===== src/rtl/mem_pkg.sv =====
// mem_pkg: shared memory-pipeline widths, MSHR depth and the replay entry layout.
package mem_pkg;
   localparam int MEM_NUM_WARPS = 8;
   localparam int MEM_WARP_W    = 3;
   localparam int MEM_SCB_W     = 2;
   localparam int MEM_ADDR_W    = 27;
   localparam int MSHR_DEPTH    = 8;
   localparam int MEM_RQ_DEPTH  = MSHR_DEPTH;
   localparam int MEM_CNT_W     = 4;

   typedef struct packed {
      logic [MEM_SCB_W-1:0]  scb_id;
      logic [MEM_WARP_W-1:0] warp_id;
      logic [MEM_ADDR_W-1:0] addr;
   } replay_entry_t;
endpackage


===== src/rtl/replay_fifo.sv =====
// replay_fifo: circular replay queue with a registered one-entry output stage and bypass.
// MISS_REPLAY_STATS_EN adds the occ_o occupancy output (queue plus output register).
module replay_fifo #(
   parameter int W     = 32,
   parameter int DEPTH = 8
) (
   input  logic                     clk,
   input  logic                     resetb,
`ifdef MISS_REPLAY_STATS_EN
   output logic [$clog2(DEPTH):0]   occ_o,
`endif
   input  logic                     push_i,
   input  logic [W-1:0]             push_data_i,
   input  logic                     ready_i,
   output logic                     valid_o,
   output logic [W-1:0]             data_o,
   output logic                     drop_o
);
   localparam int AW = $clog2(DEPTH);
   logic [AW:0]  wp_q, rp_q;
   logic [W-1:0] mem [DEPTH];
   logic         empty, full, out_free, q_pop, q_push, bypass;

   assign empty    = wp_q == rp_q;
   assign full     = (wp_q[AW] != rp_q[AW]) && (wp_q[AW-1:0] == rp_q[AW-1:0]);
   assign out_free = !valid_o || ready_i;
   assign q_pop    = out_free && !empty;
   assign bypass   = push_i && empty && out_free;
   // A full queue still accepts when its head moves to the output register this cycle.
   assign q_push   = push_i && !bypass && (!full || q_pop);
   assign drop_o   = push_i && full && !q_pop;
`ifdef MISS_REPLAY_STATS_EN
   assign occ_o    = (wp_q - rp_q) + (AW+1)'(valid_o);
`endif

   always_ff @(posedge clk or negedge resetb) begin
      if (!resetb) begin
         wp_q    <= '0;
         rp_q    <= '0;
         valid_o <= 1'b0;
      end else begin
         wp_q    <= wp_q + (AW+1)'(q_push);
         rp_q    <= rp_q + (AW+1)'(q_pop);
         valid_o <= out_free ? (!empty || push_i) : 1'b1;
      end
   end

   always_ff @(posedge clk) begin
      if (q_push) mem[wp_q[AW-1:0]] <= push_data_i;
      if (q_pop) data_o <= mem[rp_q[AW-1:0]];
      else if (bypass) data_o <= push_data_i;
   end
endmodule


===== src/rtl/miss_replay_ctrl.sv =====
// miss_replay_ctrl: MSHR miss-feedback consumer; replays completions to the LSU and stalls warps with pending misses.
// MISS_REPLAY_STATS_EN adds stat_replays and stat_max_occ outputs.
module miss_replay_ctrl
   import mem_pkg::*;
#(
   parameter int NUM_WARPS = MEM_NUM_WARPS,
   parameter int WARP_W    = MEM_WARP_W,
   parameter int SCB_W     = MEM_SCB_W,
   parameter int ADDR_W    = MEM_ADDR_W,
   parameter int RQ_DEPTH  = MEM_RQ_DEPTH,
   parameter int CNT_W     = MEM_CNT_W
) (
   input  logic                  clk,
   input  logic                  resetb,
   input  logic                  miss_valid,
   input  logic [WARP_W-1:0]     miss_warpID,
   input  logic                  fb_valid,
   input  logic [SCB_W-1:0]      fb_scbID,
   input  logic [WARP_W-1:0]     fb_warpID,
   input  logic [ADDR_W-1:0]     fb_addr,
   output logic                  replay_valid,
   input  logic                  replay_ready,
   output logic [SCB_W-1:0]      replay_scbID,
   output logic [WARP_W-1:0]     replay_warpID,
   output logic [ADDR_W-1:0]     replay_addr,
   output logic [NUM_WARPS-1:0]  warp_stall_mask,
   output logic                  err_overflow
`ifdef MISS_REPLAY_STATS_EN
   ,
   output logic [15:0]               stat_replays,
   output logic [$clog2(RQ_DEPTH):0] stat_max_occ
`endif
);
   localparam int E_W = SCB_W + WARP_W + ADDR_W;
   localparam int AW  = $clog2(RQ_DEPTH);
   logic                 xfer, drop;
   logic [E_W-1:0]       rdata;
   logic [CNT_W-1:0]     cnt_q [NUM_WARPS];
   logic [CNT_W-1:0]     cnt_d [NUM_WARPS];
   logic [NUM_WARPS-1:0] nz_d, cnt_err;

   assign xfer = replay_valid && replay_ready;
   assign {replay_scbID, replay_warpID, replay_addr} = rdata;

`ifdef MISS_REPLAY_STATS_EN
   logic [AW:0] occ;
`endif

   replay_fifo #(.W(E_W), .DEPTH(RQ_DEPTH)) u_fifo (
      .clk         (clk),
      .resetb      (resetb),
`ifdef MISS_REPLAY_STATS_EN
      .occ_o       (occ),
`endif
      .push_i      (fb_valid),
      .push_data_i ({fb_scbID, fb_warpID, fb_addr}),
      .ready_i     (replay_ready),
      .valid_o     (replay_valid),
      .data_o      (rdata),
      .drop_o      (drop)
   );

   genvar w;
   for (w = 0; w < NUM_WARPS; w++) begin : g_cnt
      logic inc, dec;
      assign inc        = miss_valid && (miss_warpID == WARP_W'(w));
      assign dec        = xfer && (replay_warpID == WARP_W'(w));
      assign cnt_d[w]   = (inc && !dec && !(&cnt_q[w])) ? cnt_q[w] + CNT_W'(1) :
                          (dec && !inc && cnt_q[w] != '0) ? cnt_q[w] - CNT_W'(1) : cnt_q[w];
      assign cnt_err[w] = (inc && !dec && (&cnt_q[w])) || (dec && !inc && cnt_q[w] == '0);
      assign nz_d[w]    = cnt_d[w] != '0;
      always_ff @(posedge clk or negedge resetb) begin
         if (!resetb) cnt_q[w] <= '0;
         else cnt_q[w] <= cnt_d[w];
      end
   end

   always_ff @(posedge clk or negedge resetb) begin
      if (!resetb) begin
         warp_stall_mask <= '0;
         err_overflow    <= 1'b0;
      end else begin
         warp_stall_mask <= nz_d;
         err_overflow    <= err_overflow || drop || (|cnt_err);
      end
   end

`ifdef MISS_REPLAY_STATS_EN
   always_ff @(posedge clk or negedge resetb) begin
      if (!resetb) begin
         stat_replays <= '0;
         stat_max_occ <= '0;
      end else begin
         stat_replays <= stat_replays + 16'(xfer);
         if (occ > stat_max_occ) stat_max_occ <= occ;
      end
   end
`endif
endmodule


===== config.mk =====
export PLATFORM = sky130hd
export DESIGN_NAME = miss_replay_ctrl
export DESIGN_NICKNAME = d
export VERILOG_FILES = /design/src/rtl/mem_pkg.sv /design/src/rtl/replay_fifo.sv /design/src/rtl/miss_replay_ctrl.sv
export SDC_FILE = /design/constraint.sdc
export NUM_CORES = 1
export LEC_CHECK = 0
export BUFFER_PORTS_ARGS = -buffer_cell sky130_fd_sc_hd__buf_2
export CAP_MARGIN = 20
export CORE_MARGIN = 4
export CORE_UTILIZATION = 61
export CTS_CLUSTER_DIAMETER = 200
export DETAILED_ROUTE_END_ITERATION = 12
export GPL_TIMING_DRIVEN = 1
export PLACE_DENSITY = 0.8
export SYNTH_ARGS = -nofsm -noshare
export SYNTH_HDL_FRONTEND = slang
export SYNTH_SLANG_ARGS = --single-unit
export TNS_END_PERCENT = 10

===== constraint.sdc =====
create_clock -name clk -period 5.4 [get_ports clk]
set_clock_uncertainty 0.2 [all_clocks]
set_input_delay 0.27 -clock clk [delete_from_list [all_inputs] [get_ports clk]]
set_output_delay 0.27 -clock clk [all_outputs]
set_load 0.02 [all_outputs]

# Yosys cells after proc, flatten, opt, wreduce, memory -nomap -nowiden
# Memory sizes are Yosys's and may differ from the RTL's.
# Cells that the tools add are included.
# totals
reg_bits	82
ram_bits	256
rom_bits	0
latch_bits	0
inputBits	40
output_inout_bits	42
n_memories	1
elab_cells	222
# memory_table
memory	words	width	rd	rd_ports_with_merged_regs	wr	line	rtl
u_fifo.mem	8	32	1	0	1	replay_fifo.sv:21	logic [W-1:0] mem [DEPTH];
# classes
bitwise	0
order_cmp	0
reduce_logical	151
multipliers	0
addsub	18
mux	21
shift	0
div	0
n_eq_ne	17
# ops
operator	n
logical AND 1 bit	73
2-to-1 mux 32 bit	2
2-to-1 mux 4 bit	16
nonzero test 4 bit	16
adder 4 x 1 -> 4 bit, second input constant	8
zero test 4 bit	8
AND reduction 4 bit	8
subtractor 4 x 1 -> 4 bit, second input constant	8
zero test 1 bit	29
equality test 3 bit, second input constant	8
logical OR 1 bit	13
equality test 3 x 2 -> 1 bit, second input constant	4
adder 4 x 1 -> 4 bit	2
OR reduction 8 bit	1
equality test 3 x 1 -> 1 bit, second input constant	2
zero test 3 bit	2
equality test 4 bit	1
equality test 3 bit	1
2-to-1 mux 1 bit	3
nonzero test 2 bit	1
!= test 1 bit	1

# Logic depth before layout (Yosys ltp)
# Gate-level depths: netlist of the first run.
# logic_depth
word_depth	8
mapped_depth	10
mapped_depth_nobuf	7

# Cells and area by module
# A second synthesis of the first run with hierarchy kept.
# hier_totals
cells_unflattened	871
area_unflattened_um2	15064.4
# modules_own_cells
module	seq_area_each_um2	area_per_inst_um2	instances	cells_per_inst
replay_fifo	8873.5	11818.8	1	490
miss_replay_ctrl	1026.0	3245.6	1	381

# Least setup slack after synthesis of the first run
# No wires, ideal clock.
# synth_path
path_kind	flip-flop to flip-flop
startpoint	reg u_fifo.valid_o
endpoint	mem u_fifo.mem[0][0] (enable)
setup_ns	0.461
arrival_time_ns	3.483
path_buffers	0
period_less_slack_ns	4.144
required_time_ns	4.739
stages_incl_launch_ff	6
slack_ns	1.256
path_cell_list	dfrtp_1 > nor2b_1 > xnor2_1 > a21boi_0 > nand2b_1 > nor3_1
# synth_via
elab_chain_len	8
word_cells_on_any_way	10
cone_classes	2 x mux; 8 x reduce/logical
# synth_rtl
element	line	rtl
start, declared	replay_fifo.sv:15	output logic valid_o,
start signal, assigned	replay_fifo.sv:44	valid_o <= out_free ? (!empty || push_i) : 1'b1;
zero test 1 bit (*)	replay_fifo.sv:26	assign out_free = !valid_o || ready_i;
logical OR 1 bit (*)	replay_fifo.sv:26	
logical AND 1 bit	replay_fifo.sv:28	assign bypass = push_i && empty && out_free;
zero test 1 bit	replay_fifo.sv:30	assign q_push = push_i && !bypass && (!full || q_pop);
logical AND 1 bit	replay_fifo.sv:30	
logical AND 1 bit (*)	replay_fifo.sv:30	
2-to-1 mux 1 bit (*)	replay_fifo.sv:49	if (q_push) mem[wp_q[AW-1:0]] <= push_data_i;
2-to-1 mux 1 bit (implied by the code) (*)	replay_fifo.sv:49	
end, declared	replay_fifo.sv:21	
# Every way passes the cells marked *; elsewhere a longest branch is shown, timed or not.

# Final worst setup path of the first run
# layout_path
startpoint	reg u_fifo.rp_q[1]
endpoint	mem u_fifo.mem[3][27] (enable)
# layout_via
elab_chain_len	8
word_cells_on_any_way	14
cone_classes	2 x eq/ne; 2 x mux; 10 x reduce/logical
# layout_rtl
element	line	rtl
start, declared	replay_fifo.sv:20	logic [AW:0] wp_q, rp_q;
start signal, assigned	replay_fifo.sv:43	rp_q <= rp_q + (AW+1)'(q_pop);
equality test 4 bit	replay_fifo.sv:24	assign empty = wp_q == rp_q;
logical AND 1 bit (2 in a row)	replay_fifo.sv:28	
zero test 1 bit	replay_fifo.sv:30	
logical AND 1 bit	replay_fifo.sv:30	
logical AND 1 bit (*)	replay_fifo.sv:30	
2-to-1 mux 1 bit (*)	replay_fifo.sv:49	
2-to-1 mux 1 bit (implied by the code) (*)	replay_fifo.sv:49	
# Marked as above.

==> flow_metrics.py, run 1 <==
metrics = {
    "floorplan": {
        "die_x_um": 162,
        "boundaryPins": 82,
        "initial_core_util_pct": 61.9,
        "rows": 56,
        "chipHeight_um": 162,
        "die_area_mm2": 0.0264,
        "core-area_mm2": 0.0235,
    },
    "final_layout": {
        "drive_above_1_share_pct": 23.1,
        "seq_area_mm2": 0.00991,
        "diodes": 0,
        "fill_cells": 1379,
        "final_cells": 1356,
        "finalNetCount": 1070,
        "area_growth_pct": 16.2,
        "multi_input_area_mm2": 0.00442,
    },
    "global_routing": {
        "grt_usage_pct": 24.5,
        "grt_pass1_wl_mm": 49.6,
        "overflow": 0,
        "grt_max_degree": 61,
        "antenna_found_initial": 0,
        "grt_pass1_vias": 8758,
    },
    "power_and_ir_drop": {
        "ir_worst_vdd_mv": 0.458,
        "leakage_nw": 5.94,
        "p_sw_mw": 3.07,
        "comb_power_share_pct": 30.7,
        "p_clk_share_pct": 26.8,
        "seq_power_share_pct": 42.5,
        "p_int_mw": 6.15,
        "powerDensity_mw_per_mm2": 546,
        "total_power_mw": 9.22,
        "p_sw_share_pct": 33.3,
    },
    "detailed_routing": {
        "vias_per_cell": 6.37,
        "drt.antenna.violating_nets": 0,
        "vias": 8634,
        "routed_wl_mm": 31.7,
        "wl_per_cell_um": 23.4,
        "drt_pass1_iterations": 5,
        "first_iter_violations": 884,
        "drc": 0,
    },
    "critical_path": {
        "cp_max_fo": 41,
        "cp.arrival_ps": 3490,
        "end_kind": "register",
        "crit_path_start_kind": "register",
        "path_class": "reg -> reg",
        "required_ps": 5330,
    },
    "clocking": {
        "h-tree-depth": 2,
        "cts_buffer_depth": 3,
        "cts_sinks": 338,
        "insertion_delay_ps": 530,
        "cts.root.buffer_cell": "clkbuf_16",
        "cts_tree": "yes",
        "cts.repair.resized": 0,
        "path_clk_slew_ps": 60,
        "numCtsBuffers": 35,
    },
    "sta": {
        "min_period_ps": 3550,
        "setup_viol": 0,
        "drv_slew": 0,
        "fmax_mhz": 281,
        "min_period_over_period_pct": 65.8,
        "max_slew_margin_pct": 24.2,
        "setup_tns_ps": 0,
        "worst_slew_pin_slew_ps": 1130,
        "rsz0062_at_grt": "false",
        "final_hold_viol_count": 0,
        "finalWorstSetupSlack_ps": 1850,
        "hold_ws_ps": 189,
    },
    "synthesis": {
        "syn_inst": 891,
        "ys_warn_count": 0,
        "synth_seq_area_share_pct": 68.1,
        "ys_seq_elements": 338,
        "syn_avg_cell_area_um2": 16.3,
        "syn_area_mm2": 0.0145,
        "synth_ff_type": "edfxtp_1",
        "synthArstFlopShare_pct": 14.8,
        "synth_edf_count": 288,
        "ys_types": 69,
        "syn_nets": 951,
    },
    "placed_design": {
        "post-dp-hpwl_mm": 16.9,
        "gp_congestion": 0.867,
        "port_buffers": 81,
        "dp_cells": 1253,
        "post-place-ws_ps": 1920,
    },
    "status": {
        "status": "finished clean",
    },
    "flow_run": {
        "cap_violations": 0,
    },
    "min_path": {
        "min_path_type": "in -> async",
    },
}
## cell families (layout without fill, tap and decap cells)
| family | Yosys count | in the layout | synth area share, % |
|---|---|---|---|
| flops | 338 | 338 | 68.1 |
| simple gates | 219 | 219 | 8.57 |
| compound gates | 121 | 121 | 5.80 |
| mux | 106 | 106 | 12.8 |
| buf+inv | 70 | 216 | 1.96 |
| fa+ha+maj | 20 | 20 | 1.72 |
| xor+xnor | 17 | 17 | 1.02 |
## stage by stage
stage                     cell area, um^2  utilization, %
after floorplan                     14500               -
after global placement              15300            65.1
after detailed placement            15300            65.1
after CTS                           16800            71.7
after global routing                16900            72.0
final                               16900            72.0
## final cells by class
cell class                 count  area share (%)
timing repair buffer         129            5.35
inverter                      23           0.511
multi-input combinational    483            26.1
clock inverter                26            1.79
sequential                   338            58.6
tap                          319            2.36
clock buffer                  38            5.25
## registers in the layout, indices dropped and copies added (netlist names)
name             flops
warp_stall_mask      8
u_fifo.rp_q          4
u_fifo.mem         256
u_fifo.data_o       32
err_overflow         1
u_fifo.wp_q          4
cnt_q               32
u_fifo.valid_o       1
## layer usage
metal | GRT usage (%) | vias to the layer above | wire length [um]
li1 | - | 3821 | -
met2 | 42.2 | 376 | 16600
met1 | 31.7 | 4375 | 11900
met3 | 4.88 | 62 | 2320
met5 | 0 | - | 0
met4 | 8.30 | 0 | 897
## worst max-delay path: stages (launching register included)
cell	delay, ps
dfrtp_2	330
buf_4	610
xor2_1	270
nor3_1	110
a21boi_0	330
nand2_1	330
nor2_4	950
## placed cells by master (no fill, tap or decap), drive strengths merged, types with 6 or more instances in the layout
cell         netlist  layout
a211oi             6       6
a21oi              9       9
buf               18      94
clkbuf            29      38
clkinv             0      12
clkinvlp           0       6
dfrtp             50      50
dlygate4sd3        0      35
edfxtp           288     288
ha                20      20
inv               23      26
mux2i             40      40
mux4              64      64
nand2             55      55
nand2b             9       9
nand3             21      21
nand4             19      19
nor2              29      29
nor3              16      16
nor3b              7       7
nor4              12      12
o211ai             7       7
o21ai             46      46
xnor2             11      11
xor2               6       6
## final timing paths
kind                                start           endpoint  slack [ps]  cells after the start
min reg2reg                u_fifo.rp_q[3]     u_fifo.rp_q[3]         290                      1
min                                resetb           cnt_q[4]         190                      3
min in group clk           miss_warpID[0]          cnt_q[18]         210                      4
max reg2reg                u_fifo.rp_q[1]  u_fifo.mem[3][27]        1850                      6
max                        u_fifo.rp_q[1]  u_fifo.mem[3][27]        1850                      6
max in group asynchronous          resetb     u_fifo.rp_q[0]        4320                      3
## synth_stat cells, drive strengths merged (6+ instances only)
cell type / number / area, um^2
mux2i: 40 / 400
nand4: 19 / 119
nor4: 12 / 81.3
ha: 20 / 250
nor2: 29 / 111
o21ai: 46 / 230
nor3b: 7 / 52.6
inv: 23 / 86.3
nor3: 16 / 80.1
clkbuf: 29 / 109
xnor2: 11 / 96.3
a21oi: 9 / 45.0
edfxtp: 288 / 8650
o211ai: 7 / 52.6
nand2: 55 / 206
nand3: 21 / 105
mux4: 64 / 1440
a211oi: 6 / 50.1
nand2b: 9 / 56.3
buf: 18 / 90.1
dfrtp: 50 / 1250
xor2: 6 / 52.6
## what timing repair did
action	CTS	global route
hold endpoints to repair	339	0
hold buffers	35	0
setup buffers	0	0
## power groups by stage
stage | clock network [mW] | logic [mW] | registers (mW)
2_1_floorplan | 0 | 1.93 | 3.95
3_3_place_gp | 0 | 2.64 | 3.92
3_5_place_dp | 0 | 2.72 | 3.94
4_1_cts | 2.52 | 2.79 | 3.92
5_1_grt | 2.64 | 3.06 | 3.98
6_report | 2.47 | 2.83 | 3.92
(Power assumes the default switching activity.)
==> run 2: changes to the inputs <==
- clock period: 5.4 -> 3.6 ns (I/O delays scaled with it)
==> flow_metrics.py, run 2 (synthesized netlist as in run 1, its figures left out) <==
metrics = {
    "status": {
        "status": "finished clean",
    },
    "power_and_ir_drop": {
        "comb_power_share_pct": 31.2,
        "powerDensity_mw_per_mm2": 808,
        "leakage_nw": 5.96,
        "total_power_mw": 13.6,
        "p_sw_mw": 4.50,
        "ir_worst_vdd_mv": 0.600,
        "p_sw_share_pct": 33.0,
        "p_int_mw": 9.14,
        "seq_power_share_pct": 42.7,
        "p_clk_share_pct": 26.1,
    },
    "final_layout": {
        "mostFrequentLayoutCell": "edfxtp_1",
        "diodes": 0,
        "finish.utilization_pct": 72.0,
        "layout_common_cells": "edfxtp_1 (288), buf_2 (81), mux4_2 (64)",
        "finalNetCount": 1078,
        "largest_reg_flops": 256,
        "drive_above_1_share_pct": 23.1,
        "area_growth_pct": 16.2,
    },
    "sta": {
        "rsz0062_at_grt": "false",
        "setup_tns_ps": 0,
        "worst_slew_pin_slew_ps": 905,
        "hold_ws_ps": 98.7,
        "max_slew_margin_pct": 39.5,
        "drv_slew": 0,
        "min_period_ps": 2850,
        "finalWorstSetupSlack_ps": 746,
        "min_period_over_period_pct": 79.3,
        "fmax_mhz": 350,
        "setup_viol": 0,
        "final_hold_viol_count": 0,
    },
    "placed_design": {
        "post-place-ws_ps": 738,
        "post-dp-hpwl_mm": 17.6,
        "gp_congestion": 0.860,
        "port_buffers": 81,
    },
    "floorplan": {
        "chipHeight_um": 162,
        "rows": 56,
        "die_area_mm2": 0.0264,
        "boundaryPins": 82,
        "initial_core_util_pct": 61.9,
        "die_x_um": 162,
        "core-area_mm2": 0.0235,
    },
    "clocking": {
        "cts_sinks": 338,
        "h-tree-depth": 2,
        "cts_buffer_depth": 3,
        "path_clk_slew_ps": 60,
        "insertion_delay_ps": 510,
        "cts_tree": "yes",
        "cts.root.buffer_cell": "clkbuf_16",
        "cts_setup_buffers": 0,
        "numCtsBuffers": 35,
    },
    "critical_path": {
        "path_class": "reg -> reg",
        "crit_path_start_kind": "register",
        "cp_max_fo": 32,
        "required_ps": 3540,
        "end_kind": "register",
        "cp.arrival_ps": 2800,
    },
    "detailed_routing": {
        "drt.antenna.violating_nets": 0,
        "vias_per_cell": 6.32,
        "first_iter_violations": 893,
        "routed_wl_mm": 31.0,
        "drt_pass1_iterations": 5,
        "drc": 0,
        "vias": 8604,
        "wl_per_cell_um": 22.8,
    },
    "global_routing": {
        "grt_usage_pct": 24.3,
        "grt_pass1_vias": 8682,
        "antenna_found_initial": 0,
        "grt_pass1_wl_mm": 49.2,
        "overflow": 0,
        "grt_max_degree": 61,
    },
    "flow_run": {
        "cap_violations": 0,
    },
    "min_path": {
        "min_path_type": "in -> async",
    },
}
## run 2: cell count changes in the layout (fill, tap and decap cells not counted), sizes merged
| cell | previous run | this run |
|---|---|---|
| buf | 94 | 102 |
| bufinv | 5 | 3 |
| clkbuf | 38 | 43 |
| clkinv | 12 | 11 |
| clkinvlp | 6 | 0 |
| inv | 26 | 28 |
## run 2: critical path: stages, from the launching register on
cell and delay, ps:
dfrtp_4 660, xor2_1 220, nor3_1 90, a21boi_0 300, nand2b_1 310, nor3_4 200, buf_4 500
## run 2: power groups by stage
| stage | registers, mW | clock network (mW) | logic (mW) |
|---|---|---|---|
| floorplan | 5.93 | 0 | 2.90 |
| global placement | 5.83 | 0 | 4.08 |
| detailed placement | 5.88 | 0 | 4.21 |
| CTS | 5.83 | 3.60 | 4.28 |
| global route | 5.93 | 3.81 | 4.64 |
| finish | 5.83 | 3.55 | 4.25 |
## run 2: routing by layer
metal / part of all wire (%) / wire, um / vias to the layer above / track usage (%)
met5: 0 / 0 / - / 0
met4: 2.8 / 855 / 0 / 7.34
met3: 7.5 / 2330 / 71 / 4.18
met2: 51 / 15900 / 381 / 41.5
met1: 38 / 11900 / 4308 / 32.4
li1: - / - / 3844 / -
## run 2: worst paths after layout
check                                from  slack, ps                end  cells after the start
max                        u_fifo.rp_q[0]        750  u_fifo.mem[0][15]                      6
min                                resetb        100           cnt_q[4]                      3
max reg2reg                u_fifo.rp_q[0]        750  u_fifo.mem[0][15]                      6
min reg2reg                u_fifo.wp_q[3]        290     u_fifo.wp_q[3]                      1
max in group asynchronous          resetb       2570     u_fifo.rp_q[0]                      3
min in group clk           miss_warpID[0]        140          cnt_q[18]                      4
## run 2: cell type report
type	instances	area, um^2
sequential	338	9910
clock inverter	19	209
fill	1428	6580
clock buffer	43	916
timing repair buffer	137	951
tap	319	399
multi-input combinational	483	4420
inverter	23	86.3
## run 2: metrics by stage
stage	cell area, um^2	cells
2_1_floorplan	14500	891
3_3_place_gp	15400	1265
3_5_place_dp	15400	1265
4_1_cts	16900	1362
5_1_grt	16900	1362
6_report	16900	1362
## run 2: what timing repair did
| item | in CTS | in global routing |
|---|---|---|
| resized for setup | 0 | 0 |
| hold buffers | 35 | 0 |
| endpoints found under the hold margin | 340 | 0 |
